--- src/rtl/bit_ser_pkg.sv ---
// Shared types and sizing helpers for the bit serializer.
package bit_ser_pkg;

    typedef enum logic [0:0] {
        IDLE  = 1'b0,
        SHIFT = 1'b1
    } ser_state_e;

    localparam int BIT_SER_WIDTH_DEFAULT = 8;

    // Width of the bit index counter that runs WIDTH-1 down to 0.
    function automatic int bit_idx_w(input int width);
        return (width > 1) ? $clog2(width) : 1;
    endfunction

endpackage

--- src/rtl/bit_ser_hold.sv ---
// One-word holding register with full flag; lets the serializer accept the
// next word while the current one is still shifting.
module bit_ser_hold
    import bit_ser_pkg::*;
#(
    parameter int WIDTH = BIT_SER_WIDTH_DEFAULT
) (
    input  logic             clk,
    input  logic             rst_n,
    input  logic             push_i,
    input  logic             pop_i,
    input  logic [WIDTH-1:0] data_i,
    output logic [WIDTH-1:0] data_o,
    output logic             full_o
);

    logic             full_q, full_d;
    logic [WIDTH-1:0] data_q, data_d;

    // Next-state for the holding slot; pop and push never coincide.
    always_comb begin
        full_d = full_q;
        data_d = data_q;
        if (pop_i) begin
            full_d = 1'b0;
        end else if (push_i) begin
            full_d = 1'b1;
            data_d = data_i;
        end else begin
            full_d = full_q;
        end
    end

    // Holding register state.
    always_ff @(posedge clk) begin
        if (!rst_n) begin
            full_q <= 1'b0;
            data_q <= {WIDTH{1'b0}};
        end else begin
            full_q <= full_d;
            data_q <= data_d;
        end
    end

    assign data_o = data_q;
    assign full_o = full_q;

endmodule

--- src/rtl/bit_serializer.sv ---
// Parallel-to-serial converter, MSB first, with SOF/EOF markers.
// Define BIT_SERIALIZER_SKID_EN to add a one-word hold register for gapless words.
module bit_serializer
    import bit_ser_pkg::*;
#(
    parameter int WIDTH = BIT_SER_WIDTH_DEFAULT
) (
    input  logic             clk,
    input  logic             rst_n,
    input  logic             in_valid,
    output logic             in_ready,
    input  logic [WIDTH-1:0] in_data,
    output logic             out_valid,
    input  logic             out_ready,
    output logic             out_bit,
    output logic             out_sof,
    output logic             out_eof
);

    localparam int IDX_W = bit_idx_w(WIDTH);
    localparam logic [IDX_W-1:0] IDX_TOP  = IDX_W'(WIDTH - 1);
    localparam logic [IDX_W-1:0] IDX_ZERO = {IDX_W{1'b0}};
    localparam logic [IDX_W-1:0] IDX_ONE  = IDX_W'(1);

    ser_state_e       state_q, state_d;
    logic [WIDTH-1:0] shreg_q, shreg_d;
    logic [IDX_W-1:0] idx_q, idx_d;

    logic in_hs_s;
    logic beat_s;
    logic last_s;

`ifdef BIT_SERIALIZER_SKID_EN
    logic             hold_full_s;
    logic             hold_push_s;
    logic             hold_pop_s;
    logic [WIDTH-1:0] hold_data_s;

    bit_ser_hold #(
        .WIDTH (WIDTH)
    ) u_hold (
        .clk    (clk),
        .rst_n  (rst_n),
        .push_i (hold_push_s),
        .pop_i  (hold_pop_s),
        .data_i (in_data),
        .data_o (hold_data_s),
        .full_o (hold_full_s)
    );

    assign in_ready = rst_n & ~hold_full_s;
`else
    assign in_ready = rst_n & (state_q == IDLE);
`endif

    assign in_hs_s = in_valid & in_ready;
    assign beat_s  = out_valid & out_ready;
    assign last_s  = (idx_q == IDX_ZERO);

    // Next-state: load, shift, and end-of-word reload/return decisions.
    always_comb begin
        state_d = state_q;
        shreg_d = shreg_q;
        idx_d   = idx_q;
`ifdef BIT_SERIALIZER_SKID_EN
        hold_push_s = 1'b0;
        hold_pop_s  = 1'b0;
`endif
        case (state_q)
            IDLE: begin
                if (in_hs_s) begin
                    shreg_d = in_data;
                    idx_d   = IDX_TOP;
                    state_d = SHIFT;
                end else begin
                    state_d = IDLE;
                end
            end
            SHIFT: begin
                if (beat_s && !last_s) begin
                    shreg_d = {shreg_q[WIDTH-2:0], 1'b0};
                    idx_d   = idx_q - IDX_ONE;
                end else if (beat_s) begin
`ifdef BIT_SERIALIZER_SKID_EN
                    if (hold_full_s) begin
                        shreg_d    = hold_data_s;
                        idx_d      = IDX_TOP;
                        hold_pop_s = 1'b1;
                    end else if (in_hs_s) begin
                        shreg_d = in_data;
                        idx_d   = IDX_TOP;
                    end else begin
                        state_d = IDLE;
                    end
`else
                    state_d = IDLE;
`endif
                end else begin
                    state_d = SHIFT;
                end
`ifdef BIT_SERIALIZER_SKID_EN
                // A word arriving on the final beat bypasses the hold slot.
                if (in_hs_s && !(beat_s && last_s)) begin
                    hold_push_s = 1'b1;
                end else begin
                    hold_push_s = 1'b0;
                end
`endif
            end
            default: begin
                state_d = IDLE;
            end
        endcase
    end

    // Serializer state registers.
    always_ff @(posedge clk) begin
        if (!rst_n) begin
            state_q <= IDLE;
            shreg_q <= {WIDTH{1'b0}};
            idx_q   <= IDX_ZERO;
        end else begin
            state_q <= state_d;
            shreg_q <= shreg_d;
            idx_q   <= idx_d;
        end
    end

    assign out_valid = (state_q == SHIFT);
    assign out_bit   = out_valid & shreg_q[WIDTH-1];
    assign out_sof   = out_valid & (idx_q == IDX_TOP);
    assign out_eof   = out_valid & (idx_q == IDX_ZERO);

endmodule
--- config.mk ---
export PLATFORM = sky130hd
export DESIGN_NAME = bit_serializer
export DESIGN_NICKNAME = d
export VERILOG_FILES = /design/src/rtl/bit_ser_pkg.sv /design/src/rtl/bit_ser_hold.sv /design/src/rtl/bit_serializer.sv
export SDC_FILE = /design/constraint.sdc
export NUM_CORES = 1
export LEC_CHECK = 0
export CORE_MARGIN = 2
export CORE_UTILIZATION = 47
export CTS_CLUSTER_SIZE = 25
export DETAILED_ROUTE_END_ITERATION = 10
export MAX_ROUTING_LAYER = met4
export PLACE_DENSITY = 0.87
export SYNTH_ARGS = -nofsm -noshare
export SYNTH_HDL_FRONTEND = slang
export SYNTH_SLANG_ARGS = --single-unit
--- constraint.sdc ---
create_clock -name clk -period 1.45 [get_ports clk]
set_input_delay 0.145 -clock clk [delete_from_list [all_inputs] [get_ports clk]]
set_output_delay 0.145 -clock clk [all_outputs]
set_load 0.1 [all_outputs]
* Word-level counts from Yosys, hierarchy flattened
Cells that the tools add are included.
** Word-level totals
- Bits in registers :: 12
- Bits of input ports :: 12
- Logic and storage cells :: 28
** Operators by class
- $add $sub $neg :: 1
- Equal/unequal tests :: 3
- Mux-type cells :: 10
- Bitwise logic cells :: 7
- Reductions and logical operators :: 4
** Operator list (number)
- $mux 8 :: 2
- $pmux 8 s2 :: 1
- $and 1x1->1 :: 6
- $mux 3 :: 2
- $pmux 3 s2 :: 1
- $eq 3x3->1 const B :: 1
- $logic_not 3->1 :: 1
- $mux 1 :: 3
- $sub 3x1->3 const B :: 1
- $ne 2x1->1 const B :: 1
- $ne 2x2->1 const B :: 1
- $pmux 1 s2 :: 1
- $reduce_and 2->1 :: 1
- $logic_and 1x1->1 :: 1
- $logic_not 1->1 :: 1
- $not 1->1 :: 1

* Depth between registers and ports, before layout
- Depth after elaboration :: 5
- Mapped depth :: 5
- Mapped depth without buffers :: 5

* Worst setup path before layout
OpenSTA, ideal clock, no wires.
- Path kind :: flip-flop to flip-flop
- Start point :: reg state_q (netlist: out_valid)
- End point :: reg shreg_q[0]
- Library setup time :: 116 ps
- Arrival time :: 2349 ps
- Slack :: -1015 ps
- Stages on the path, launching flop included :: 5
- Path buffers :: 1
- Cells stage by stage :: dfxtp_1 > buf_6 > nor2b_2 > a2bb2oi_4 > a31o_2
** Between the ends
- Longest elaborated chain between the ends :: 5
- Elaborated cells between the ends (all ways) :: 9
- Those cells by class :: eq/ne: 2; mux: 1; bitwise: 4; reduce/logical: 2
** Ends and longest elaborated chain
- from (decl) :: line bit_serializer.sv:25 : ser_state_e state_q, state_d;
- from (signal assigned) :: line bit_serializer.sv:123 : state_q <= state_d;
- $not 1->1
- $and 1x1->1 :: line bit_serializer.sv:53 : assign in_ready = rst_n & (state_q == IDLE);
- named net in_ready :: line bit_serializer.sv:11 : output logic in_ready,
- $and 1x1->1 :: line bit_serializer.sv:56 : assign in_hs_s = in_valid & in_ready;
- $ne 2x2->1 (no source line)
- $reduce_and 2->1 (no source line)
- to (signal assigned) :: line bit_serializer.sv:120 : shreg_q <= {WIDTH{1'b0}};
- to (signal assigned) :: line bit_serializer.sv:124 : shreg_q <= shreg_d;
- to (decl) :: line bit_serializer.sv:26 : logic [WIDTH-1:0] shreg_q, shreg_d;
The timed path passes the listed nets, and every way through them passes these cells.
A chain may end at the register's enable or synchronous reset.

* Final worst setup path
- Start point :: reg idx_q[1]
- End point :: out out_eof
** Between the ends
- Longest elaborated chain between the ends :: 2
** Ends and longest elaborated chain
- from (decl) :: line bit_serializer.sv:27 : logic [IDX_W-1:0] idx_q, idx_d;
- from (signal assigned) :: line bit_serializer.sv:125 : idx_q <= idx_d;
- $logic_not 3->1 :: line bit_serializer.sv:132 : assign out_eof = out_valid & (idx_q == IDX_ZERO);
- $and 1x1->1 :: line bit_serializer.sv:132
- to (decl) :: line bit_serializer.sv:17 : output logic out_eof
Every way passes these cells.

==> flow_summary.yaml <==
status:
  status: "finished with violations"
  violations: "negative setup slack"
global_routing:
  globalRouteOverflowTotal: 0
  grt_pass1_vias: 609
  antenna_found_initial: 0
  grt_pass1_wl_um: 2530
  grt_max_degree: 21
  grt.total_usage: 0.192
synth:
  syn_area_um2: 693
  ys_seq_elements: 12
  syn_nets: 87
  yosys_warnings: 0
  synth-seq-area-share: 0.347
  syn_avg_cell_area_um2: 9.63
  syn_inst: 72
  synth.distinct_cells: 25
drt:
  wirelength_um: 1470
  top_layer_used: "met4"
  first_pass_iters: 2
  wl_met2_um: 699
  wire_per_inst_um: 13.0
  drcViolationCount: 0
  num_vias: 592
  drt-initial-drc-count: 2
  vias_per_cell: 5.24
  wl_met1_um: 650
  ant_nets: 0
  met3RoutedLength_um: 99
clocking:
  clk_path_buf_depth: 2
  path_clk_slew_ns: 0.08
  cts_tree: "yes"
  htree_levels: 1
  clockRootBuffer: "clkbuf_4"
  clkLatencyLatePin_ns: 0.27
  cts_hold_buf: 0
  cts_buffers: 3
  numClockSinks: 12
cells_and_area:
  drive_gt1_frac: 0.398
  final_util: 0.768
  finalNonFillerCells: 113
  syn_to_final_growth_pct: 47.8
  diodes: 0
  postLayoutCellArea_um2: 1020
  num-nets-final: 114
place:
  dp_hpwl_um: 1010
  gp_congestion: 0.781
  dp_cells: 103
  postPlaceCellArea_um2: 938
  portBuffers: 16
sta:
  grt_setup_unrepaired: "yes"
  clock.fmax_mhz: 672
  tns_ns: -0.0385
  setup_viol: 1
  drv_slew: 0
  clock_skew_ns: 0.0116
  period_needed_ns: 1.49
  tightest_slew_ns: 0.346
  setup_slack_ns: -0.0385
  hold_viol: 0
  post-route-period-util: 1.03
  slew_headroom: 0.768
worst_setup_path:
  crit_type: "flop to output port"
  path_max_fanout: 4
  cp_slowest_cell: "dfxtp_2"
  critical_path.startpoint_type: "flop"
  cp.arrival_ns: 1.34
  crit_chain: "inv_2 -> ha_4 -> nor2b_4 -> and2_4 -> buf_12"
  cpPeakStageDelay_ns: 0.33
  end_kind: "output port"
  required_ns: 1.31
floorplan:
  io_pins: 17
  rows: 13
  die-area_um2: 1800
  initial_utilization: 0.520
  fp.dieH_um: 42.4
  die_x_um: 42.4
  core_area_um2: 1330
power_and_ir_drop:
  power_leakage_nw: 0.454
  vdd_ir_drop_max_mv: 0.657
  power_uw: 935
  powerDensity_nw_per_um2: 913
flow_run:
  drv_cap: 0
min_path:
  hp-class: "flop to flop"
==> cell usage after synthesis (all sizes together) <==
| cell type | count | share of area |
|---|---|---|
| a31oi | 1 | 0.0090 |
| and3 | 1 | 0.0090 |
| dfxtp | 12 | 0.35 |
| nor2 | 2 | 0.011 |
| and4b | 1 | 0.014 |
| inv | 2 | 0.011 |
| nor2b | 3 | 0.042 |
| o311a | 1 | 0.014 |
| and2 | 2 | 0.018 |
| mux2 | 7 | 0.11 |
| o21ai | 1 | 0.0072 |
| o31ai | 1 | 0.011 |
| nand2 | 16 | 0.090 |
| a31o | 1 | 0.013 |
| buf | 4 | 0.047 |
| ha | 3 | 0.054 |
| mux2i | 7 | 0.10 |
| a21oi | 2 | 0.014 |
| a2bb2oi | 1 | 0.038 |
| nand2b | 1 | 0.0090 |
| nand4 | 3 | 0.027 |
==> report_power, final <==
group / internal, mW / leakage [nW] / switching, mW
combinational: 0.176 / 0.339 / 0.155
clock: 0.106 / 0.0150 / 0.107
sequential: 0.357 / 0.0997 / 0.0332
==> critical path: cells and delay by family, from the launching register on <==
| family | cells | cell delay, ns |
|---|---|---|
| flops | 1 | 0.33 |
| fa+ha+maj | 1 | 0.13 |
| buf+inv | 2 | 0.23 |
| simple gates | 2 | 0.38 |
==> per-stage QoR <==
stage / setup WS (ns) / hold WS, ns
finish: -0.0385 / 0.457
global route: -0.0838 / 0.480
CTS: -0.0261 / 0.462
detailed placement: 0.0274 / 0.450
global placement: 0.0883 / 0.444
floorplan: -0.264 / 0.242
==> registers in the layout, indices dropped and copies added, names as in the netlist <==
register and cells:
shreg_q 8, out_valid 1, idx_q 3
==> timing repair <==
item / 4_1_cts / 5_1_grt
pin swaps: 1 / 1
setup buffers: 5 / 1
hold endpoints to repair: 0 / 0
endpoints found under the setup margin: 1 / 2
gates resized for setup: 6 / 0
==> layout make-up <==
| cell class | count | area, um2 |
|---|---|---|
| multi-input cells | 54 | 440 |
| fillers | 88 | 309 |
| repair buffers | 26 | 285 |
| flip-flops and latches | 12 | 246 |
| clock buffers | 4 | 26.3 |
| well taps | 15 | 18.8 |
| inverters | 2 | 7.51 |
==> path summary, 6_finish.rpt <==
path	from	end	slack, ns	cells after the start
worst min register to register	shreg_q[3]	shreg_q[3]	0.46	2
worst max-delay path	idx_q[1]	out_eof	-0.04	5
worst min-delay path	shreg_q[3]	shreg_q[3]	0.46	2
worst max register to register	idx_q[1]	shreg_q[1]	0.08	5
==> metal layers <==
metal,GRT usage,up-vias
li1,-,302
met4,0.0875,0
met1,0.205,266
met2,0.298,20
met3,0.0948,4
met5,-,-
==> placed cells by master, fill, tap and decap left out, types with 2 or more instances in the layout <==
cell / Yosys / routed
buf_12: 0 / 5
and2_4: 0 / 2
clkbuf_4: 0 / 3
mux2i_1: 7 / 7
nor2b_4: 1 / 2
mux2_2: 7 / 7
inv_2: 0 / 2
dfxtp_1: 12 / 9
buf_4: 0 / 10
ha_1: 3 / 2
nand4_1: 3 / 3
nor2_1: 2 / 2
dfxtp_2: 0 / 2
nand2_1: 15 / 15
a21oi_1: 2 / 2
clkdlybuf4s50_1: 0 / 11
==> kinds of logic after synthesis <==
kind of cell / Yosys count / share of synthesized area
mux: 14 / 0.215
compound gates: 8 / 0.107
flops: 12 / 0.347
fa+ha+maj: 3 / 0.0542
buf+inv: 6 / 0.0578
simple gates: 29 / 0.220
No activity file was read; power rests on OpenSTA's default activity.
